<file path="config.mk">
export PLATFORM = sky130hd
export DESIGN_NAME = multicycle_ctrl
export DESIGN_NICKNAME = d
export VERILOG_FILES = /design/src/rtl/multicycle_ctrl.sv
export SDC_FILE = /design/constraint.sdc
export NUM_CORES = 1
export LEC_CHECK = 0
export BUFFER_PORTS_ARGS = -buffer_cell sky130_fd_sc_hd__buf_2
export CAP_MARGIN = 5
export CORE_MARGIN = 2
export CORE_UTILIZATION = 48
export DETAILED_ROUTE_END_ITERATION = 16
export PLACE_DENSITY = 0.79
export SLEW_MARGIN = 20
export SYNTH_ARGS = -nofsm -noshare
export SYNTH_HDL_FRONTEND = slang
export SYNTH_SLANG_ARGS = --single-unit
</file>
<file path="constraint.sdc">
create_clock -name clk -period 2.22 [get_ports clk]
set_input_delay 0.444 -clock clk [delete_from_list [all_inputs] [get_ports clk]]
set_output_delay 0.444 -clock clk [all_outputs]
set_load 0.005 [all_outputs]
</file>
<file path="src/rtl/multicycle_ctrl.sv">
// multicycle_ctrl: Moore sequencer for the multicycle RISC-V datapath with memory wait states and an illegal-instruction trap.
module multicycle_ctrl #(
   parameter int MEM_WAIT = 0
) (
   input  logic       clk,
   input  logic       reset,
   input  logic [6:0] opcode,
   input  logic [2:0] funct3,
   output logic       pcupdate,
   output logic       irwrite,
   output logic       adrsrc,
   output logic       memread,
   output logic       memwrite,
   output logic       regwrite,
   output logic [1:0] alusrca,
   output logic [1:0] alusrcb,
   output logic [1:0] aluop,
   output logic [1:0] resultsrc,
   output logic       branch,
   output logic [2:0] branch_cond,
   output logic       retire,
   output logic       illegal
);
   typedef enum logic [3:0] {
      FETCH, DECODE, MEMADR, MEMREAD, MEMWB, MEMWRITE, EXECR,
      EXECI, ALUWB, BRANCH, JAL, JALR, LUI, TRAP
   } state_t;
   state_t     state_q, state_d;
   logic [3:0] cnt_q, cnt_d;
   logic       last, waiting, bad_br;
   logic       pcu, irw, rw, mw, ret;
   assign last    = cnt_q == 4'(MEM_WAIT);
   assign waiting = state_q inside {FETCH, MEMREAD, MEMWRITE};
   assign cnt_d   = (waiting && !last) ? cnt_q + 4'd1 : 4'd0;
   assign bad_br  = funct3[2:1] == 2'b01;
   always_ff @(posedge clk or posedge reset)
      if (reset) begin
         state_q <= FETCH;
         cnt_q   <= '0;
      end else begin
         state_q <= state_d;
         cnt_q   <= cnt_d;
      end
   always_comb begin
      state_d   = state_q;
      pcu       = 1'b0;
      irw       = 1'b0;
      rw        = 1'b0;
      mw        = 1'b0;
      ret       = 1'b0;
      adrsrc    = 1'b0;
      memread   = 1'b0;
      alusrca   = 2'b00;
      alusrcb   = 2'b00;
      aluop     = 2'b00;
      resultsrc = 2'b00;
      branch    = 1'b0;
      illegal   = 1'b0;
      case (state_q)
         FETCH: begin
            memread   = 1'b1;
            alusrcb   = 2'b10;
            resultsrc = 2'b10;
            pcu       = last;
            irw       = last;
            state_d   = last ? DECODE : FETCH;
         end
         DECODE: begin
            alusrca = 2'b01;
            alusrcb = 2'b01;
            case (opcode)
               7'b0000011, 7'b0100011: state_d = MEMADR;
               7'b0110011:             state_d = EXECR;
               7'b0010011:             state_d = EXECI;
               7'b0010111:             state_d = ALUWB;
               7'b0110111:             state_d = LUI;
               7'b1101111:             state_d = JAL;
               7'b1100111:             state_d = JALR;
               7'b1100011:             state_d = BRANCH;
               default:                state_d = TRAP;
            endcase
         end
         MEMADR: begin
            alusrca = 2'b10;
            alusrcb = 2'b01;
            state_d = opcode[5] ? MEMWRITE : MEMREAD;
         end
         MEMREAD: begin
            adrsrc  = 1'b1;
            memread = 1'b1;
            state_d = last ? MEMWB : MEMREAD;
         end
         MEMWB: begin
            resultsrc = 2'b01;
            rw        = 1'b1;
            ret       = 1'b1;
            state_d   = FETCH;
         end
         MEMWRITE: begin
            adrsrc  = 1'b1;
            mw      = 1'b1;
            ret     = last;
            state_d = last ? FETCH : MEMWRITE;
         end
         EXECR: begin
            alusrca = 2'b10;
            aluop   = 2'b10;
            state_d = ALUWB;
         end
         EXECI: begin
            alusrca = 2'b10;
            alusrcb = 2'b01;
            aluop   = 2'b10;
            state_d = ALUWB;
         end
         LUI: begin
            alusrcb = 2'b01;
            aluop   = 2'b11;
            state_d = ALUWB;
         end
         ALUWB: begin
            rw      = 1'b1;
            ret     = 1'b1;
            state_d = FETCH;
         end
         // funct3 010/011 are not branches: trap without evaluating or retiring
         BRANCH: begin
            alusrca = 2'b10;
            aluop   = 2'b01;
            branch  = !bad_br;
            ret     = !bad_br;
            state_d = bad_br ? TRAP : FETCH;
         end
         JALR: begin
            alusrca = 2'b10;
            alusrcb = 2'b01;
            state_d = JAL;
         end
         JAL: begin
            alusrca = 2'b01;
            alusrcb = 2'b10;
            pcu     = 1'b1;
            state_d = ALUWB;
         end
         TRAP:    illegal = 1'b1;
         default: state_d = FETCH;
      endcase
   end
   assign branch_cond = branch ? funct3 : 3'b000;
   // reset is async, so the architectural enables are gated combinationally to drop at once
   assign pcupdate = pcu & ~reset;
   assign irwrite  = irw & ~reset;
   assign regwrite = rw & ~reset;
   assign memwrite = mw & ~reset;
   assign retire   = ret & ~reset;
endmodule
</file>
==> flow_metrics.tcl <==
set metrics [dict create \
    first_global_vias 819 \
    yosys_warnings 0 \
    vias 943 \
    r2r.worst_path.cells 3 \
    synthesis.nets 128 \
    drv_cap 0 \
    rsz0062_at_grt "yes" \
    synth_area_um2 850 \
    max_freq_mhz 466 \
    clkTransAtPathRegs_ps 50 \
    syn_inst 114 \
    fillers 159 \
    cts_tree "done" \
    arrival_ps 1700 \
    min_period_over_period_pct 96.7 \
    drc_errors 0 \
    synth_area_per_cell_um2 7.45 \
    cts_root_buf "clkbuf_4" \
    clk_latency_ps 250 \
    setup_ws_ps 72.3 \
    tightest_slew_ps 686 \
    preCtsSetupSlack_ps 154 \
    peakVddDrop_mv 0.468 \
    start_util_pct 50.3 \
    routedWlPerCell_um 12.7 \
    numCtsBuffers 3 \
    crit_slowest_cell "dfrtp_1" \
    fp-row-count 15 \
    viasPerCell 5.75 \
    crit_chain "inv_1, ha_1, nor3b_4, nand2_1, o21ai_1, nor4b_2, buf_2" \
    synth_edf_count 0 \
    setup_tns_ps 0 \
    cts_buffer_depth 2 \
    cts_sinks 8 \
    status "completed" \
    fin_cells 164 \
    crit_path_end_kind "primary output" \
    cts_htree_levels 1 \
    worstPathRequired_ps 1780 \
    cp-start-kind "flop" \
    initialDrtViolationCount 21 \
    dpl.cell_count 157 \
    timing_worst_setup_path_type "reg2out" \
    ys_types 35 \
    ios 32 \
    hold_buffers 0 \
    slew_headroom_pct 54.3 \
    power_density_mw_per_mm2 965 \
    finalPower_mw 1.03 \
    port-buffer-count 31 \
    antenna_found_initial 0 \
    dp_hpwl_um 1570 \
    hold_viol_final 0 \
    slowest_delay_ps 380 \
    crit_fanout 4 \
    final_net_count 163 \
    grt_max_degree 26 \
    hold_class "in2async" \
    routed_wl_um 2090 \
    async_reset_ff_share_pct 100 \
    gp_congestion 0.781 \
    grt_pass1_wl_um 3260 \
    rr_endpoint "state_q[2]" \
    antenna_cells 0 \
    syn2layout_area_growth_pct 26.1 \
    min_period_ps 2150 \
    yosysSeqAreaShare_pct 23.6 \
    core_area_mm2 0.00169 \
    firstDrtPassIters 4 \
    setup_viol 0 \
    grt_use_total_pct 20.6 \
    worstReg2RegStart "state_q[1]" \
    synth_ff_type "dfrtp_1" \
    clock_skew_ps 6.73 \
    ant_nets 0 \
    die_x_um 46.1 \
    maxSlewViolCount 0 \
    p_leak_nw 0.534 \
    die_h_um 46.1 \
    drive_above_1_share_pct 32.0 \
    dieArea_mm2 0.00212 \
    rrSetupSlack_ps 500 \
    globalRoute.totalOverflow 0 \
    yosys_register_bits 8 \
]
## worst max path at each step
stage	to	slack, ps	startpoint	cells past startpoint
after floorplan	pcupdate	410	cnt_q[0]	6
after global placement	pcupdate	220	cnt_q[0]	7
after detailed placement	pcupdate	150	cnt_q[0]	7
after CTS	pcupdate	20	cnt_q[0]	7
after global routing	pcupdate	-50	cnt_q[0]	7
final	pcupdate	70	cnt_q[0]	7
## worst max-delay path: cells and delay by family (launching register included)
kind	cells	cell delay, ps
fa+ha+maj	1	150
compound gates	1	130
flops	1	380
buf+inv	2	220
simple gates	3	580
## power breakdown
group	switching, mW	internal (mW)	total (mW)
clock network	0.0472	0.0617	0.109
registers	0.108	0.175	0.283
logic	0.311	0.331	0.643
total	0.466	0.568	1.03
## cell type report
type | instances | area [um^2] | share of cell area (%)
multi-input combinational | 92 | 599 | 56.0
tap | 17 | 21.3 | 1.99
timing repair buffer | 37 | 200 | 18.7
inverter | 7 | 26.3 | 2.45
sequential | 8 | 201 | 18.8
clock buffer | 3 | 22.5 | 2.10
## metrics by stage
stage                     area, um^2  util [%]  hold slack, ps
after CTS                       1050      62.0             187
after detailed placement        1000      59.5             453
after floorplan                  850         -             265
after global routing            1070      63.4             196
final                           1070      63.4             183
after global placement          1000      59.5             442
## cells by family after synthesis
group / count (synthesis) / synth area share, %
and+or+nand+nor: 57 / 38.1
AOI/OAI and AO/OA: 24 / 17.5
buffers and inverters: 14 / 7.36
DFF: 8 / 23.6
muxes: 5 / 6.33
xor gates and xnor gates: 4 / 4.12
adders and majority gates: 2 / 2.95
## Yosys cell counts (all sizes together) (2+ instances only)
cell | n | share of area [%]
a21oi | 7 | 4.1
a31oi | 2 | 1.5
and2 | 3 | 2.2
and3 | 4 | 2.9
buf | 6 | 3.8
dfrtp | 8 | 24
ha | 2 | 2.9
inv | 7 | 3.1
mux2 | 3 | 4.0
mux2i | 2 | 2.4
nand2 | 6 | 2.7
nand2b | 5 | 3.7
nand3 | 4 | 2.4
nor2 | 11 | 4.9
nor2b | 5 | 3.7
nor3 | 7 | 4.1
nor4 | 5 | 3.7
nor4b | 3 | 3.1
o21a | 3 | 2.7
o21ai | 6 | 3.5
xnor2 | 3 | 3.1
## registers in the layout, indices dropped and copies added, names as in the netlist
name     count
cnt_q        4
state_q      4
## timing repair
| action | CTS | global route |
|---|---|---|
| gates resized for setup | 2 | 3 |
| pin swaps | 1 | 0 |
| hold endpoints to repair | 0 | 0 |
| setup buffers | 1 | 3 |
| endpoints found under the setup margin | 2 | 5 |
## per-layer routing
| metal | vias up | part of all wire, % | GRT usage (%) |
|---|---|---|---|
| met2 | 32 | 51 | 38.1 |
| met3 | 0 | 5.6 | 3.53 |
| li1 | 471 | - | - |
| met1 | 440 | 44 | 24.8 |
| met4 | 0 | 0 | 4.00 |
| met5 | - | 0 | 0 |
## cell usage in the layout (no fill, tap or decap), drive strengths merged, types with 2 or more instances in the layout
| cell type | Yosys | routed |
|---|---|---|
| buf | 6 | 37 |
| nor2 | 11 | 11 |
| dfrtp | 8 | 8 |
| nor3 | 7 | 7 |
| a21oi | 7 | 7 |
| inv | 7 | 7 |
| nand2 | 6 | 6 |
| o21ai | 6 | 6 |
| nand2b | 5 | 5 |
| nor2b | 5 | 5 |
| nor4 | 5 | 5 |
| and3 | 4 | 4 |
| nand3 | 4 | 4 |
| o21a | 3 | 3 |
| mux2 | 3 | 3 |
| xnor2 | 3 | 3 |
| clkbuf | 1 | 3 |
| nor4b | 3 | 3 |
| and2 | 3 | 3 |
| a31oi | 2 | 2 |
| mux2i | 2 | 2 |
| ha | 2 | 2 |
No activity file was read; power rests on OpenSTA's default activity.
